File: src/rtl/message_build_param.sv
// rtl/message_build_param.sv - parametrised message padder (marker, length field, extra block)
// Optional: define MSG_BUILD_LAST_CHECK_EN to add the sticky err_last output.
module message_build_param #(
   parameter int BLOCK_W = 512,
   parameter int LEN_W   = 64,
   parameter int SIZE_W  = 64
) (
   input  logic               clk,
   input  logic               nrst,
   input  logic               en,
   input  logic               sync_rst,
   input  logic [BLOCK_W-1:0] data_in,
   input  logic               data_in_last,
   input  logic               data_in_valid,
   output logic               data_in_ready,
   input  logic [SIZE_W-1:0]  cfg_size,
   input  logic               cfg_valid,
   output logic               cfg_ready,
   output logic [BLOCK_W-1:0] data_out,
   output logic               data_out_last,
   output logic               data_out_valid,
   input  logic               data_out_ready
`ifdef MSG_BUILD_LAST_CHECK_EN
   ,
   output logic               err_last
`endif
);

   localparam int OFF_W = $clog2(BLOCK_W);
   localparam int CNT_W = SIZE_W - OFF_W + 1;
   localparam logic [OFF_W-1:0]   FIT_MAX = OFF_W'(BLOCK_W - LEN_W - 1);
   localparam logic [BLOCK_W-1:0] MSB_BIT = {1'b1, {(BLOCK_W-1){1'b0}}};

   typedef enum logic [1:0] {IDLE, BODY, LAST, EXTRA} state_t;

   state_t             state_q, state_d;
   logic [SIZE_W-1:0]  size_q, size_d;
   logic [OFF_W-1:0]   rem_q, rem_d;
   logic [CNT_W-1:0]   cnt_q, cnt_d;
   logic               ld, ld_last;
   logic [BLOCK_W-1:0] ld_data;

   logic               out_free, in_hs, cfg_hs, fits;
   logic [OFF_W-1:0]   cfg_rem;
   logic [CNT_W-1:0]   cfg_words;
   logic [BLOCK_W-1:0] last_mask, marker, len_blk;

   assign out_free      = !data_out_valid || data_out_ready;
   assign cfg_ready     = en && (state_q == IDLE);
   assign data_in_ready = en && out_free && ((state_q == BODY) || (state_q == LAST));
   assign in_hs         = data_in_valid && data_in_ready;
   assign cfg_hs        = cfg_valid && cfg_ready;

   assign cfg_rem   = cfg_size[OFF_W-1:0];
   assign cfg_words = CNT_W'(cfg_size[SIZE_W-1:OFF_W]) + CNT_W'(cfg_rem != '0);

   // rem==0 means the final word is full: no masking and the marker moves to the extra block
   assign last_mask = (rem_q == '0) ? '1 : ~({BLOCK_W{1'b1}} >> rem_q);
   assign marker    = (rem_q == '0) ? '0 : (MSB_BIT >> rem_q);
   assign len_blk   = BLOCK_W'(size_q);
   assign fits      = (rem_q != '0) && (rem_q <= FIT_MAX);

   always_comb begin
      state_d = state_q;
      size_d  = size_q;
      rem_d   = rem_q;
      cnt_d   = cnt_q;
      ld      = 1'b0;
      ld_last = 1'b0;
      ld_data = '0;
      case (state_q)
         IDLE: begin
            if (cfg_hs) begin
               size_d = cfg_size;
               rem_d  = cfg_rem;
               cnt_d  = cfg_words;
               if (cfg_words == '0)
                  state_d = EXTRA;
               else if (cfg_words == CNT_W'(1))
                  state_d = LAST;
               else
                  state_d = BODY;
            end
         end
         BODY: begin
            if (in_hs) begin
               ld      = 1'b1;
               ld_data = data_in;
               cnt_d   = cnt_q - CNT_W'(1);
               if (cnt_q == CNT_W'(2))
                  state_d = LAST;
            end
         end
         LAST: begin
            if (in_hs) begin
               ld    = 1'b1;
               cnt_d = cnt_q - CNT_W'(1);
               if (fits) begin
                  ld_data = (data_in & last_mask) | marker | len_blk;
                  ld_last = 1'b1;
                  state_d = IDLE;
               end else begin
                  ld_data = (data_in & last_mask) | marker;
                  state_d = EXTRA;
               end
            end
         end
         EXTRA: begin
            if (en && out_free) begin
               ld      = 1'b1;
               ld_data = ((rem_q == '0) ? MSB_BIT : '0) | len_blk;
               ld_last = 1'b1;
               state_d = IDLE;
            end
         end
         default: state_d = IDLE;
      endcase
   end

   always_ff @(posedge clk or negedge nrst) begin
      if (!nrst)
         state_q <= IDLE;
      else if (sync_rst)
         state_q <= IDLE;
      else
         state_q <= state_d;
   end

   always_ff @(posedge clk or negedge nrst) begin
      if (!nrst) begin
         size_q         <= '0;
         rem_q          <= '0;
         cnt_q          <= '0;
         data_out       <= '0;
         data_out_valid <= 1'b0;
         data_out_last  <= 1'b0;
      end else if (sync_rst) begin
         size_q         <= '0;
         rem_q          <= '0;
         cnt_q          <= '0;
         data_out       <= '0;
         data_out_valid <= 1'b0;
         data_out_last  <= 1'b0;
      end else begin
         size_q <= size_d;
         rem_q  <= rem_d;
         cnt_q  <= cnt_d;
         // single output register: only reloads once the current block has drained
         if (out_free) begin
            if (ld) begin
               data_out       <= ld_data;
               data_out_last  <= ld_last;
               data_out_valid <= 1'b1;
            end else begin
               data_out_valid <= 1'b0;
            end
         end
      end
   end

`ifdef MSG_BUILD_LAST_CHECK_EN
   always_ff @(posedge clk or negedge nrst) begin
      if (!nrst)
         err_last <= 1'b0;
      else if (sync_rst)
         err_last <= 1'b0;
      else if (in_hs && (data_in_last != (state_q == LAST)))
         err_last <= 1'b1;
   end
`else
   logic unused_last;
   assign unused_last = data_in_last;
`endif

endmodule

File: config.mk
export PLATFORM = sky130hd
export DESIGN_NAME = message_build_param
export DESIGN_NICKNAME = d
export VERILOG_FILES = /design/src/rtl/message_build_param.sv
export SDC_FILE = /design/constraint.sdc
export NUM_CORES = 2
export LEC_CHECK = 0
export BUFFER_PORTS_ARGS = -buffer_cell sky130_fd_sc_hd__buf_2
export CAP_MARGIN = 20
export CORE_AREA = 2 2 425 427
export DETAILED_ROUTE_END_ITERATION = 12
export DIE_AREA = 0 0 427 429
export PLACE_DENSITY = 0.47
export SLEW_MARGIN = 20
export SYNTH_ARGS = -nofsm -noshare
export SYNTH_HDL_FRONTEND = slang
export SYNTH_SLANG_ARGS = --single-unit
File: constraint.sdc
create_clock -name clk -period 7.7 [get_ports clk]
set_input_delay 0.385 -clock clk [delete_from_list [all_inputs] [get_ports clk]]
set_output_delay 0.385 -clock clk [all_outputs]
set_load 0.05 [all_outputs]
======== Yosys cells after proc, flatten, opt, wreduce, memory -nomap -nowiden ========
Index checks and enable logic that the tools add are counted.
storage, ports and cells
  flip-flop bits (word level) ............. 645
  output and inout bits ................... 516
  input port bits ......................... 584
  logic and storage cells ................. 95
cells by class
  magnitude comparators ................... 1
  bitwise gates (word level) .............. 5
  equal/unequal tests ..................... 11
  $add $sub $neg .......................... 2
  reduce and logical (&&, ||, !) cells .... 24
  shift-type cells ........................ 2
  multiplexer cells ....................... 43
operators by type and width
  kind                                                                    count
  512-bit 2-to-1 mux                                                      10
  512-bit one-hot mux with 3 select lines                                 1
  512-bit by 64-bit OR with 512-bit output                                2
  512-bit by 9-bit right shift with 512-bit output, first input constant  2
  512-bit AND                                                             1
  512-bit NOT                                                             1
  512-bit OR                                                              1
  64-bit 2-to-1 mux                                                       3
  56-bit 2-to-1 mux                                                       3
  56-bit one-hot mux with 2 select lines                                  1
  55-bit by 1-bit adder with 56-bit output                                1
  56-bit by 1-bit == test with 1-bit output, second input constant        1
  56-bit by 2-bit == test with 1-bit output, second input constant        1
  56-bit zero test                                                        1
  56-bit by 1-bit subtractor with 56-bit output, second input constant    1
  9-bit 2-to-1 mux                                                        3
  2-bit 2-to-1 mux                                                        9
  9-bit nonzero test                                                      2
  3-bit inequality test, second input constant                            4
  1-bit 2-to-1 mux                                                        10
  9-bit <= comparator, second input constant                              1
  9-bit zero test                                                         1
  2-bit one-hot mux with 4 select lines                                   1
  2-bit nonzero test                                                      4
  14 further kinds                                                        23

======== Longest topological paths before layout ========
  depth after elaboration ................. 12
  depth in mapped cells ................... 14
  gate-level depth less buffers ........... 12

======== Worst setup path after synthesis ========
Ideal clock, no wire load.
  path kind ............................... input to register
  start ................................... in cfg_size[4]
  end ..................................... reg state_q[0]
  path buffers ............................ 2
  data arrival time ....................... 3518 ps
  stages .................................. 14
  library setup time ...................... 125 ps
  setup slack ............................. 4056 ps
  required time ........................... 7575 ps
  path through ............................ nor4_1 nand3_1 ha_1 ha_1 buf_2 nand4_2 or3_1 buf_2 xnor2_1 or4_1 or4_1 or4_1 nor4_1 nor2_1
between the ends
  cells in the longest elaborated chain, start to end .. 8
RTL lines
  what                                          line  RTL
  start: declaration                            16    input logic [SIZE_W-1:0] cfg_size,
  9-bit nonzero test (*)                        55    assign cfg_words = CNT_W'(cfg_size[SIZE_W-1:OFF_W]) + CNT_W'(cfg_rem != '0);
  55-bit by 1-bit adder with 56-bit output (*)  55
  56-bit by 1-bit == test with 1-bit output     79    else if (cfg_words == CNT_W'(1))
  2-bit 2-to-1 mux                              79
  2-bit 2-to-1 mux (*)                          77    if (cfg_words == '0)
  2-bit 2-to-1 mux (*)                          73    if (cfg_hs) begin
  2-bit one-hot mux with 4 select lines (*)     71    case (state_q)
  2-bit 2-to-1 mux (*)                          123   else if (sync_rst)
  end signal: assignment                        126   state_q <= state_d;
  end: declaration                              36    state_t state_q, state_d;
Mark *: on every way between the ends. The rest lies on a longest branch, timed or not. The select of a mux whose other input is x is not followed.
A chain may end at the register's enable or synchronous reset.

==> qor.csv <==
stage,metric,value,unit
clock_tree,insertion_delay,0.74,ns
clock_tree,cts_buffers,81,
clock_tree,clockRootBuffer,clkbuf_16,
cells_and_area,finish.instance_area,54700,um2
yosys,synth_area,40100,um2
placed_design,dp_hpwl,259,mm
yosys,ys_ff_latch,636,
yosys,synth-async-reset-ratio,100,%
yosys,syn-num-nets,5786,
die,pin_count,1100,
power_and_ir_drop,peakVddDrop,0.000180,V
sta,drv_slew,0,
yosys,avgSynthCellArea,7.72,um2
power_and_ir_drop,p_leak,23.6,nW
yosys,synth_edf_count,0,
sta,rsz0062_at_grt,false,
cells_and_area,drive_gt1_share,23.4,%
die,fp.dieH,429,um
hold_path,hp-class,in2reg,
setup_path,endpoint,data_out[44]$_DFFE_PN0P_,
die,die-width,427,um
setup_path,slowest_delay,0.93,ns
route,via_count,52612,
grt,grt_pass1_wl,456,mm
cells_and_area,utilization,30.7,%
setup_path,rrSetupSlack,2.62,ns
sta,tns,0,ns
power_and_ir_drop,finalPower,13.8,mW
cells_and_area,fin_cells,8874,
placed_design,portBuffers,1098,
grt,track_usage,36.4,%
setup_path,arrival,5.68,ns
clock_tree,cts_num_sinks,636,
route,wire_per_inst,39.3,um
die,fp.coreArea,178000,um2
route,drt_pass1_iterations,7,
placed_design,dpl-instance-area,48300,um2
sta,whs,0.0331,ns
route,avgViaCountPerCell,5.93,
setup_path,rr_startpoint,size_q[5]$_DFFE_PN0P_,
cells_and_area,area.growth.synth_to_final,36.3,%
run_status,status,"finished, final reports clean",
grt,antenna_found_initial,125,
yosys,syn_inst,5194,
sta,hold_violations,0,
setup_path,path_common_cell,buf_4,
setup_path,required,8.30,ns
clock_tree,post_cts_resized,0,
clock_tree,cts_tree,yes,
die,initial_core_util,22.5,%
yosys,synthFlopType,dfrtp_1,
route,wl,348,mm
sta,max_slew.worst_pin.slew,1.40,ns
cells_and_area,fin_nets,6952,
grt,grt_overflow,0,
flow_run,cap_viol_max_count,0,
setup_path,cp-end-kind,register,
grt,first_global_vias,48839,
yosys,synth_cell_types,89,
yosys,ys_top_cells_by_count,"1,125 x o21ai_0, 886 x nand2_1, 636 x dfrtp_1, 438 x clkbuf_1, 409 x a22oi_1",
setup_path,crit_start,size_q[5]$_DFFE_PN0P_,
setup_path,crit_chain,nor4_4 > buf_4 > nand2_1 > or4_1 > buf_4 > nand2_1 > o21ai_4 > buf_4 > a22oi_1 > a311oi_1,
clock_tree,htreeDepth,3,
yosys,synth_top_area_share,39.7,%
die,std_cell_rows,155,
clock_tree,postCtsSetupBuffers,0,
clock_tree,clockBufferDepth,3,
setup_path,path_max_fanout,37,
sta,fin_crit,5.08,ns
sta,period_share,65.9,%
placed_design,place_worst_setup_slack,2.69,ns
route,drcViolationCount,0,
yosys,synth-seq-area-share,39.7,%
sta,worst_slack,2.62,ns
clock_tree,hold_buffers,323,
placed_design,globalplace.congestion,0.971,
sta,setup-violations-final,0,
setup_path,r2r-end,data_out[44]$_DFFE_PN0P_,
sta,clock.fmax,0.197,GHz
yosys,ys_top_cells_by_area,"dfrtp_1 40%, o21ai_0 14%, nand2_1 8.3%",
yosys,yosys.area.top_type,dfrtp_1,
route,ant_nets,0,
setup_path,slowest_stage,o21ai_4,
route,drt_iter0_drc,7789,
power_and_ir_drop,p_per_area,253,nW/um2
grt,grt_max_degree,181,
placed_design,place_inst,8308,
setup_path,worstSetupPathType,reg2reg,
sta,slew_headroom,6.47,%
sta,fin_skew,0.0339,ns
clock_tree,clk_pin_slew,0.06,ns
die,dieArea,183000,um2
yosys,synth_most_common_cell,o21ai_0,
setup_path,ff2ff_path_depth,10,
setup_path,start_kind,register,
yosys,synth_warnings,0,
## layout make-up
class / instances / area, um2
well taps: 2355 / 2950
repair buffers: 1582 / 10100
fillers: 19326 / 123000
flip-flops and latches: 636 / 15900
multi-input cells: 4007 / 22400
inverters: 52 / 195
clock inverters: 34 / 485
clock buffers: 115 / 2390
diodes: 93 / 233
## per-layer routing
metal	routed length, um	track usage, %
met5	332	0
met4	35800	31.6
met3	32500	9.76
met2	158000	57.3
met1	122000	40.6
## worst max-delay path: cells and delay by family (launching register included)
family | cells | cell delay, ns
compound gates | 3 | 1.43
buf+inv | 3 | 1.25
flops | 1 | 0.72
simple gates | 4 | 1.48
## flip-flops by register name (all words and copies together), names as in the netlist
name,count
data_out_valid,1
cnt_q,56
data_out,512
state_q,2
data_out_last,1
size_q,64
## power breakdown
group          total (mW)  switching (mW)  leakage [nW]  internal, mW
sequential           3.78           0.225          8.80          3.55
combinational        5.75            4.24          13.4          1.51
clock                4.30            1.80          1.41          2.50
## cells by family after synthesis
| logic type | count (synthesis) | share of synthesized area [%] |
|---|---|---|
| xor gates and xnor gates | 55 | 1.20 |
| AOI/OAI and AO/OA | 2298 | 35.4 |
| and+or+nand+nor | 1635 | 18.0 |
| adders and majority gates | 8 | 0.250 |
| DFF | 636 | 39.7 |
| buffers and inverters | 551 | 5.21 |
| muxes | 11 | 0.281 |
## cells in the final DEF (no fill, tap or decap), drive strengths merged, types with 15 or more instances in the layout
cell	synthesis	final
dfrtp	636	636
xnor2	29	29
inv	51	56
a21oi	235	235
clkbuf	438	115
a31oi	15	15
o31ai	22	22
o21ai	1128	1128
a21o	16	16
dlygate4sd3	0	323
o211ai	20	20
a22o	177	177
buf	61	1259
and3	22	22
a22oi	409	409
nor4	40	40
nor2	304	304
nor3	92	92
and2	22	22
nand3	100	100
a211oi	25	25
clkinv	1	16
or3	30	30
nand2b	22	22
xor2	26	26
nand4	43	43
or2	16	16
nand2	887	887
a311oi	37	37
or4	23	23
a32oi	34	34
diode	0	93
o22ai	67	67
## worst min path at each step
stage,from,endpoint,slack (ns),depth (start not counted)
detailed placement,data_out[114]$_DFFE_PN0P_,data_out[114]$_DFFE_PN0P_,0.46,2
CTS,data_in[287],data_out[287]$_DFFE_PN0P_,0.0002,3
floorplan,nrst,cnt_q[0]$_DFFE_PN0P_,0.09,0
global route,data_in[498],data_out[498]$_DFFE_PN0P_,0.04,3
finish,data_in[78],data_out[78]$_DFFE_PN0P_,0.03,3
global placement,data_out[114]$_DFFE_PN0P_,data_out[114]$_DFFE_PN0P_,0.46,2
Power figures use the tool's default switching activity.
